==> config.mk <==
export PLATFORM = sky130hd
export DESIGN_NAME = i2cs_reg_slave
export DESIGN_NICKNAME = d
export VERILOG_FILES = /design/src/rtl/i2cs_reg_slave.sv
export SDC_FILE = /design/constraint.sdc
export NUM_CORES = 1
export LEC_CHECK = 0
export CORE_UTILIZATION = 40
export DETAILED_ROUTE_END_ITERATION = 6
export PLACE_DENSITY_LB_ADDON = 0.2
export SYNTH_ARGS = -nofsm -noshare
export SYNTH_HDL_FRONTEND = slang
export SYNTH_SLANG_ARGS = --single-unit
==> constraint.sdc <==
create_clock -name clk -period 2.1 [get_ports clk]
set_clock_uncertainty 0.05 [all_clocks]
set_input_delay 0.42 -clock clk [delete_from_list [all_inputs] [get_ports clk]]
set_output_delay 0.42 -clock clk [all_outputs]
set_load 0.1 [all_outputs]
==> src/rtl/i2cs_reg_slave.sv <==
// i2cs_reg_slave: I2C target with a byte-wide register port.
// SCL/SDA are oversampled by clk, glitch-filtered, and decoded into
// START/STOP and bit events. A 7-bit device address is followed by a
// register pointer and write data, or by read data sourced from reg_rdata.
// SDA is driven open-drain via sda_oe. There is no clock stretching.
module i2cs_reg_slave #(
  parameter logic [6:0] DEV_ADDR = 7'h3C,
  parameter int         REG_AW   = 8,
  parameter int         FILT_LEN = 3
) (
  input  logic              clk,
  input  logic              rst,
  input  logic              scl_i,
  input  logic              sda_i,
  output logic              sda_oe,
  output logic [REG_AW-1:0] reg_addr,
  output logic [7:0]        reg_wdata,
  output logic              reg_we,
  output logic              reg_re,
  input  logic [7:0]        reg_rdata,
  output logic              busy
);

  localparam int CW = (FILT_LEN > 1) ? $clog2(FILT_LEN) : 1;

  typedef enum logic [3:0] {
    S_IDLE, S_DEV_ADDR, S_DEV_ACK, S_PTR, S_PTR_ACK,
    S_WDATA, S_WACK, S_RDATA, S_RACK, S_WAIT_STOP
  } state_t;

  // Bit 0 carries SCL and bit 1 carries SDA in every line vector below.
  logic [1:0]    sync_p0, sync_p1, line_f, line_fd;
  logic [CW-1:0] filt_cnt [2];

  logic scl_f, sda_f, scl_rise, scl_fall, start_det, stop_det;
  logic byte_done, rx_shift;

  state_t            state, state_nxt;
  logic [3:0]        bit_cnt, bit_cnt_nxt;
  logic [7:0]        shreg, shreg_nxt;
  logic              rw, rw_nxt, mack, mack_nxt, re_d;
  logic              sda_oe_nxt, busy_nxt, reg_we_nxt, reg_re_nxt;
  logic [REG_AW-1:0] reg_addr_nxt;
  logic [7:0]        reg_wdata_nxt;

  // Pad synchroniser and glitch filter.
  // A line only changes after FILT_LEN consecutive samples disagree with it.
  always_ff @(posedge clk) begin
    if (rst) begin
      sync_p0 <= 2'b11;
      sync_p1 <= 2'b11;
      line_f  <= 2'b11;
      line_fd <= 2'b11;
      for (int i = 0; i < 2; i++) filt_cnt[i] <= '0;
    end else begin
      sync_p0 <= {sda_i, scl_i};
      sync_p1 <= sync_p0;
      line_fd <= line_f;
      for (int i = 0; i < 2; i++) begin
        if (sync_p1[i] == line_f[i]) begin
          filt_cnt[i] <= '0;
        end else if (filt_cnt[i] == CW'(FILT_LEN - 1)) begin
          line_f[i]   <= sync_p1[i];
          filt_cnt[i] <= '0;
        end else begin
          filt_cnt[i] <= filt_cnt[i] + CW'(1);
        end
      end
    end
  end

  assign scl_f     = line_f[0];
  assign sda_f     = line_f[1];
  assign scl_rise  = scl_f & ~line_fd[0];
  assign scl_fall  = ~scl_f & line_fd[0];
  assign start_det = scl_f & line_fd[1] & ~sda_f;
  assign stop_det  = scl_f & ~line_fd[1] & sda_f;
  assign byte_done = scl_fall && (bit_cnt == 4'd8);
  assign rx_shift  = scl_rise && (bit_cnt < 4'd8);

  // State register.
  always_ff @(posedge clk) begin
    if (rst) state <= S_IDLE;
    else     state <= state_nxt;
  end

  // Next-state decode. START and STOP override every state.
  always_comb begin
    state_nxt = state;
    if (start_det) begin
      state_nxt = S_DEV_ADDR;
    end else if (stop_det) begin
      state_nxt = S_IDLE;
    end else begin
      case (state)
        S_DEV_ADDR: if (byte_done)
                      state_nxt = (shreg[7:1] == DEV_ADDR) ? S_DEV_ACK : S_WAIT_STOP;
        S_DEV_ACK:  if (scl_fall) state_nxt = rw ? S_RDATA : S_PTR;
        S_PTR:      if (byte_done) state_nxt = S_PTR_ACK;
        S_PTR_ACK:  if (scl_fall) state_nxt = S_WDATA;
        S_WDATA:    if (byte_done) state_nxt = S_WACK;
        S_WACK:     if (scl_fall) state_nxt = S_WDATA;
        S_RDATA:    if (byte_done) state_nxt = S_RACK;
        S_RACK:     if (scl_fall) state_nxt = mack ? S_RDATA : S_WAIT_STOP;
        default:    state_nxt = state;
      endcase
    end
  end

  // Datapath and output decode.
  // SDA only moves on SCL falling; bits are sampled on SCL rising.
  always_comb begin
    bit_cnt_nxt   = bit_cnt;
    shreg_nxt     = shreg;
    rw_nxt        = rw;
    mack_nxt      = mack;
    sda_oe_nxt    = sda_oe;
    reg_addr_nxt  = reg_addr;
    reg_wdata_nxt = reg_wdata;
    reg_we_nxt    = 1'b0;
    reg_re_nxt    = 1'b0;
    busy_nxt      = busy;
    if (start_det) begin
      bit_cnt_nxt = '0;
      sda_oe_nxt  = 1'b0;
      busy_nxt    = 1'b1;
    end else if (stop_det) begin
      bit_cnt_nxt = '0;
      sda_oe_nxt  = 1'b0;
      busy_nxt    = 1'b0;
    end else begin
      // Read data arrives one clock after the read strobe.
      if (re_d) shreg_nxt = reg_rdata;
      case (state)
        S_DEV_ADDR: begin
          if (rx_shift) begin
            shreg_nxt   = {shreg[6:0], sda_f};
            bit_cnt_nxt = bit_cnt + 4'd1;
          end
          if (byte_done && (shreg[7:1] == DEV_ADDR)) begin
            sda_oe_nxt = 1'b1;
            rw_nxt     = shreg[0];
          end
        end
        S_DEV_ACK: begin
          if (scl_rise && rw) reg_re_nxt = 1'b1;
          if (scl_fall) begin
            bit_cnt_nxt = '0;
            sda_oe_nxt  = rw ? ~shreg[7] : 1'b0;
          end
        end
        S_PTR: begin
          if (rx_shift) begin
            shreg_nxt   = {shreg[6:0], sda_f};
            bit_cnt_nxt = bit_cnt + 4'd1;
          end
          if (byte_done) begin
            reg_addr_nxt = shreg[REG_AW-1:0];
            sda_oe_nxt   = 1'b1;
          end
        end
        S_PTR_ACK: begin
          if (scl_fall) begin
            bit_cnt_nxt = '0;
            sda_oe_nxt  = 1'b0;
          end
        end
        S_WDATA: begin
          if (rx_shift) begin
            shreg_nxt   = {shreg[6:0], sda_f};
            bit_cnt_nxt = bit_cnt + 4'd1;
          end
          if (byte_done) begin
            reg_wdata_nxt = shreg;
            reg_we_nxt    = 1'b1;
            sda_oe_nxt    = 1'b1;
          end
        end
        S_WACK: begin
          if (scl_fall) begin
            bit_cnt_nxt  = '0;
            sda_oe_nxt   = 1'b0;
            reg_addr_nxt = reg_addr + REG_AW'(1);
          end
        end
        S_RDATA: begin
          if (scl_rise && bit_cnt < 4'd8) bit_cnt_nxt = bit_cnt + 4'd1;
          if (scl_fall) begin
            if (bit_cnt == 4'd8) begin
              sda_oe_nxt = 1'b0;
            end else if (bit_cnt != 4'd0) begin
              sda_oe_nxt = ~shreg[6];
              shreg_nxt  = {shreg[6:0], 1'b0};
            end
          end
        end
        S_RACK: begin
          if (scl_rise) begin
            mack_nxt = ~sda_f;
            if (!sda_f) begin
              reg_addr_nxt = reg_addr + REG_AW'(1);
              reg_re_nxt   = 1'b1;
            end
          end
          if (scl_fall) begin
            bit_cnt_nxt = '0;
            sda_oe_nxt  = mack ? ~shreg[7] : 1'b0;
          end
        end
        default: sda_oe_nxt = 1'b0;
      endcase
    end
  end

  // Control and output registers.
  always_ff @(posedge clk) begin
    if (rst) begin
      bit_cnt   <= '0;
      rw        <= 1'b0;
      mack      <= 1'b0;
      re_d      <= 1'b0;
      sda_oe    <= 1'b0;
      reg_addr  <= '0;
      reg_wdata <= '0;
      reg_we    <= 1'b0;
      reg_re    <= 1'b0;
      busy      <= 1'b0;
    end else begin
      bit_cnt   <= bit_cnt_nxt;
      rw        <= rw_nxt;
      mack      <= mack_nxt;
      re_d      <= reg_re;
      sda_oe    <= sda_oe_nxt;
      reg_addr  <= reg_addr_nxt;
      reg_wdata <= reg_wdata_nxt;
      reg_we    <= reg_we_nxt;
      reg_re    <= reg_re_nxt;
      busy      <= busy_nxt;
    end
  end

  // Byte shifter. This register holds data only, so it is not reset.
  always_ff @(posedge clk) begin
    shreg <= shreg_nxt;
  end

endmodule

==> impl_summary.md <==
Worst setup path
The worst register-to-register path ends at reg_addr[6]. In this run the worst path has a maximum fanout of 4. The worst setup path category is flop to flop. The worst path required time is 2280 ps. Tracing the worst setup path back leads to its startpoint at bit_cnt[1].

The timing endpoint of the critical path is reg_addr[6]. For the worst setup path, the data arrival time is 2250 ps. Counting cells, the worst reg-to-reg path comes to 9. The critical path launch point type is a flop.

The slowest stage of the critical path belongs to the cell sky130_fd_sc_hd__a2111oi_4. For this run, the slowest stage of the critical path takes 450 ps. The worst setup path is captured at a flop. The setup slack of the worst register-to-register path is 30 ps. The critical path goes through inv_2, ha_4, and3b_2, nand4_1, a2111oi_4, buf_4, buf_6, a21oi_1, a211oi_1. The startpoint of the worst register-to-register path is bit_cnt[1].

Die
The top-level I/O count is 32. The floorplan core area is 6350 sq um. The initial core utilization is 0.414. The floorplan step defined a die boundary enclosing 6910 sq um. The die is 83.1 microns wide. The floorplan step set the die height to 83.1 microns. Row generation in the floorplan step produced 29 rows.

Routing
The mean number of vias per cell is 5.40. The detailed router finished its first iteration with 152 violations. The final antenna-violating net count is 0. The routed layout has 2250 vias. In the routed design, unresolved DRC markers number 0.

The final layout contains routed wiring with a total length of 6370 microns. The detailed-routing iteration count for the pre-antenna-repair pass is 4. The routed length per instance is 15.3 microns.

Placed design
The HPWL reported at the end of detailed placement is 4650 microns. At the end of routability-driven placement, the weighted congestion stood at 0.915. OpenSTA, run right after detailed placement, puts the worst setup slack at 89.5 ps. During placement, the flow inserted port buffers numbering 31.

Timing
The final count of hold timing violations is 0. The timing-limited maximum frequency is 484 MHz. Dividing the final minimum period by the clock period gives 0.985. Setup violations remaining at the end of the flow were counted as 0. The max-slew violation count is 0. The slack of the critical path is 32.0 ps. The smallest clock period supported by the final layout is computed as 2070 ps.

In the final timing run, aggregate negative setup slack is 0 ps. The tightest hold path in the finished design has a slack of 373 ps.

Power
For this design the ratio of total power to cell area is 614 nW/um^2. The static leakage power is 1.31 nW. VDD sags by at most 374 uV.

Synth
Counting flops and latches in the post-synthesis netlist gives 51. The most used flip-flop cell after synthesis is sky130_fd_sc_hd__dfxtp_1. The sequential cell area fraction in the yosys report is 0.434.

The share of synthesized area in the top cell type comes to 0.297. The cell type with the highest aggregate area in the netlist is sky130_fd_sc_hd__dfxtp_1. Yosys attributes the largest share of cell area to sky130_fd_sc_hd__dfxtp_1 (30%), sky130_fd_sc_hd__edfxtp_1 (14%), sky130_fd_sc_hd__mux2i_1 (8.4%). The most repeated cell in the gate-level netlist after synthesis is sky130_fd_sc_hd__dfxtp_1. The commonest cells after synthesis are sky130_fd_sc_hd__dfxtp_1 (39), sky130_fd_sc_hd__nor2_1 (30), sky130_fd_sc_hd__mux2i_1 (22), sky130_fd_sc_hd__a21oi_1 (20), sky130_fd_sc_hd__nand2_1 (16). The count of cell types in the netlist is 54. The cell area after technology mapping is 2630 sq um. The gate count of the mapped netlist is 285. For this run, the number of Yosys warnings is 0. The number of enable flip-flop cells after synthesis is 12. The average instance in the mapped netlist occupies 9.23 sq um. Counting flops with an async set or reset pin after synthesis yields a share of 0.

Clocking
Counting along the longest clock path gives a buffer depth of 2. The number of buffers added by the clock tree synthesis step is 5. The source-to-sink clock delay at the later pin of the worst-skew pair is 310 ps. TritonCTS built the clock tree. The library cell used as clock root buffer is sky130_fd_sc_hd__clkbuf_8.

The H-tree depth is 2. The clock drives 51 sinks. The clock transition at the register clock pins on the worst setup and hold paths after CTS is 100 ps.

Global route
The number of global-route vias before repair was 2040. The first global-routing pass estimated 10000 microns of wire. The largest net degree at the start of global routing is 21.

Global routing finished with a remaining overflow of 0. The number of antenna violations at the first check in global routing is 0. The combined global-route utilization of all metal layers is 0.181.

Outcome
The run finished with clean final reports.

Flow run
The number of max-cap violations is 0.

Cells and area
The count of inserted antenna diode cells is 0. The final net count is 356. Compared with the post-synthesis result, the final layout area differs by 25.2%. The number of filler instances in the final layout is 623.

Of the cells placed in the final design, the portion with a size suffix greater than 1 is 0.247.

Worst hold path
The worst hold-check path type is flop to flop.
==> registers in the layout, summed over array words and instances (netlist names) <==
signal,count
bit_cnt,4
busy,1
filt_cnt,4
line_f,2
line_fd,2
mack,1
re_d,1
reg_addr,8
reg_re,1
reg_wdata,8
reg_we,1
rw,1
sda_oe,1
shreg,8
state,4
sync_p0,2
sync_p1,2
==> worst max-delay path: cells and delay by family (launching register included) <==
family | cells | cell delay, ps
flip-flops | 1 | 350
AO/OA/AOI/OAI | 3 | 730
AND/OR/NAND/NOR | 2 | 370
adder cells (fa/ha/maj) | 1 | 130
buffers and inverters | 3 | 350
==> power by group <==
part	internal [mW]	total [mW]	switching (mW)	leakage, nW
logic	0.121	0.278	0.158	0.819
registers	1.08	1.14	0.0619	0.443
clock network	0.245	0.604	0.358	0.0463
==> cell usage in the layout (no fill, tap or decap), types with 3 or more instances in the layout <==
cell	instances
sky130_fd_sc_hd__nand4_1	3
sky130_fd_sc_hd__or3_1	4
sky130_fd_sc_hd__xnor2_1	3
sky130_fd_sc_hd__ha_1	4
sky130_fd_sc_hd__inv_1	9
sky130_fd_sc_hd__a221oi_1	3
sky130_fd_sc_hd__clkbuf_8	5
sky130_fd_sc_hd__a22oi_1	3
sky130_fd_sc_hd__o21a_1	4
sky130_fd_sc_hd__buf_4	47
sky130_fd_sc_hd__clkdlybuf4s50_1	11
sky130_fd_sc_hd__nand2_1	16
sky130_fd_sc_hd__nor2_1	30
sky130_fd_sc_hd__o21ai_0	14
sky130_fd_sc_hd__dfxtp_2	5
sky130_fd_sc_hd__nor4_1	3
sky130_fd_sc_hd__edfxtp_1	12
sky130_fd_sc_hd__conb_1	4
sky130_fd_sc_hd__a31o_2	3
sky130_fd_sc_hd__nor2b_1	5
sky130_fd_sc_hd__or2_2	6
sky130_fd_sc_hd__mux2i_1	22
sky130_fd_sc_hd__nand2b_1	6
sky130_fd_sc_hd__nand3_1	13
sky130_fd_sc_hd__a211oi_1	5
sky130_fd_sc_hd__a21oi_1	20
sky130_fd_sc_hd__dfxtp_1	34
==> per-stage QoR <==
stage	utilization	instances	cell area [sq um]	power [mW]
finish	0.519	417	3300	2.02
global route	0.519	417	3300	2.12
CTS	0.508	413	3230	2.05
detailed placement	0.493	405	3130	1.44
global placement	0.493	405	3130	1.44
floorplan	-	288	2640	1.30
==> how the worst min path moves through the flow <==
| stage | cells past startpoint | to | from |
|---|---|---|---|
| 3_5_place_dp | 1 | sync_p1[1] | sync_p0[1] |
| 6_report | 1 | sync_p1[1] | sync_p0[1] |
| 2_1_floorplan | 1 | sync_p1[0] | sync_p0[0] |
| 3_3_place_gp | 1 | sync_p1[0] | sync_p0[0] |
| 4_1_cts | 1 | sync_p1[1] | sync_p0[1] |
| 5_1_grt | 1 | sync_p1[1] | sync_p0[1] |
==> logic make-up (layout without fill, tap and decap cells) <==
logic type | count (synthesis) | in the layout | share of synthesized area
AO/OA/AOI/OAI | 69 | 69 | 0.181
XOR/XNOR | 5 | 5 | 0.0166
adder cells (fa/ha/maj) | 6 | 6 | 0.0276
buffers and inverters | 28 | 80 | 0.0456
flip-flops | 51 | 51 | 0.434
multiplexers | 22 | 22 | 0.0837
other | 1 | 4 | 0.00143
AND/OR/NAND/NOR | 103 | 103 | 0.210
==> cell type report <==
class                      instances  area [sq um]  share of cell area
tap                               77          96.3              0.0292
clock buffer                       5          68.8              0.0209
multi-input combinational        209          1400               0.426
inverter                          11          41.3              0.0125
timing repair buffer              61           510               0.155
sequential                        51          1150               0.348
clock inverter                     3          27.5             0.00835
==> layer usage <==
metal  track usage  share of wire
met1         0.255           0.48
met2         0.282           0.47
met3        0.0338          0.043
met4        0.0533         0.0091
met5             0              0
==> timing repair <==
action	in CTS	in global routing
endpoints found under the setup margin	0	5
gates resized for setup	0	15
buffers inserted	0	3
hold buffers	0	0
Note: power is estimated with default switching activity, not from simulation.
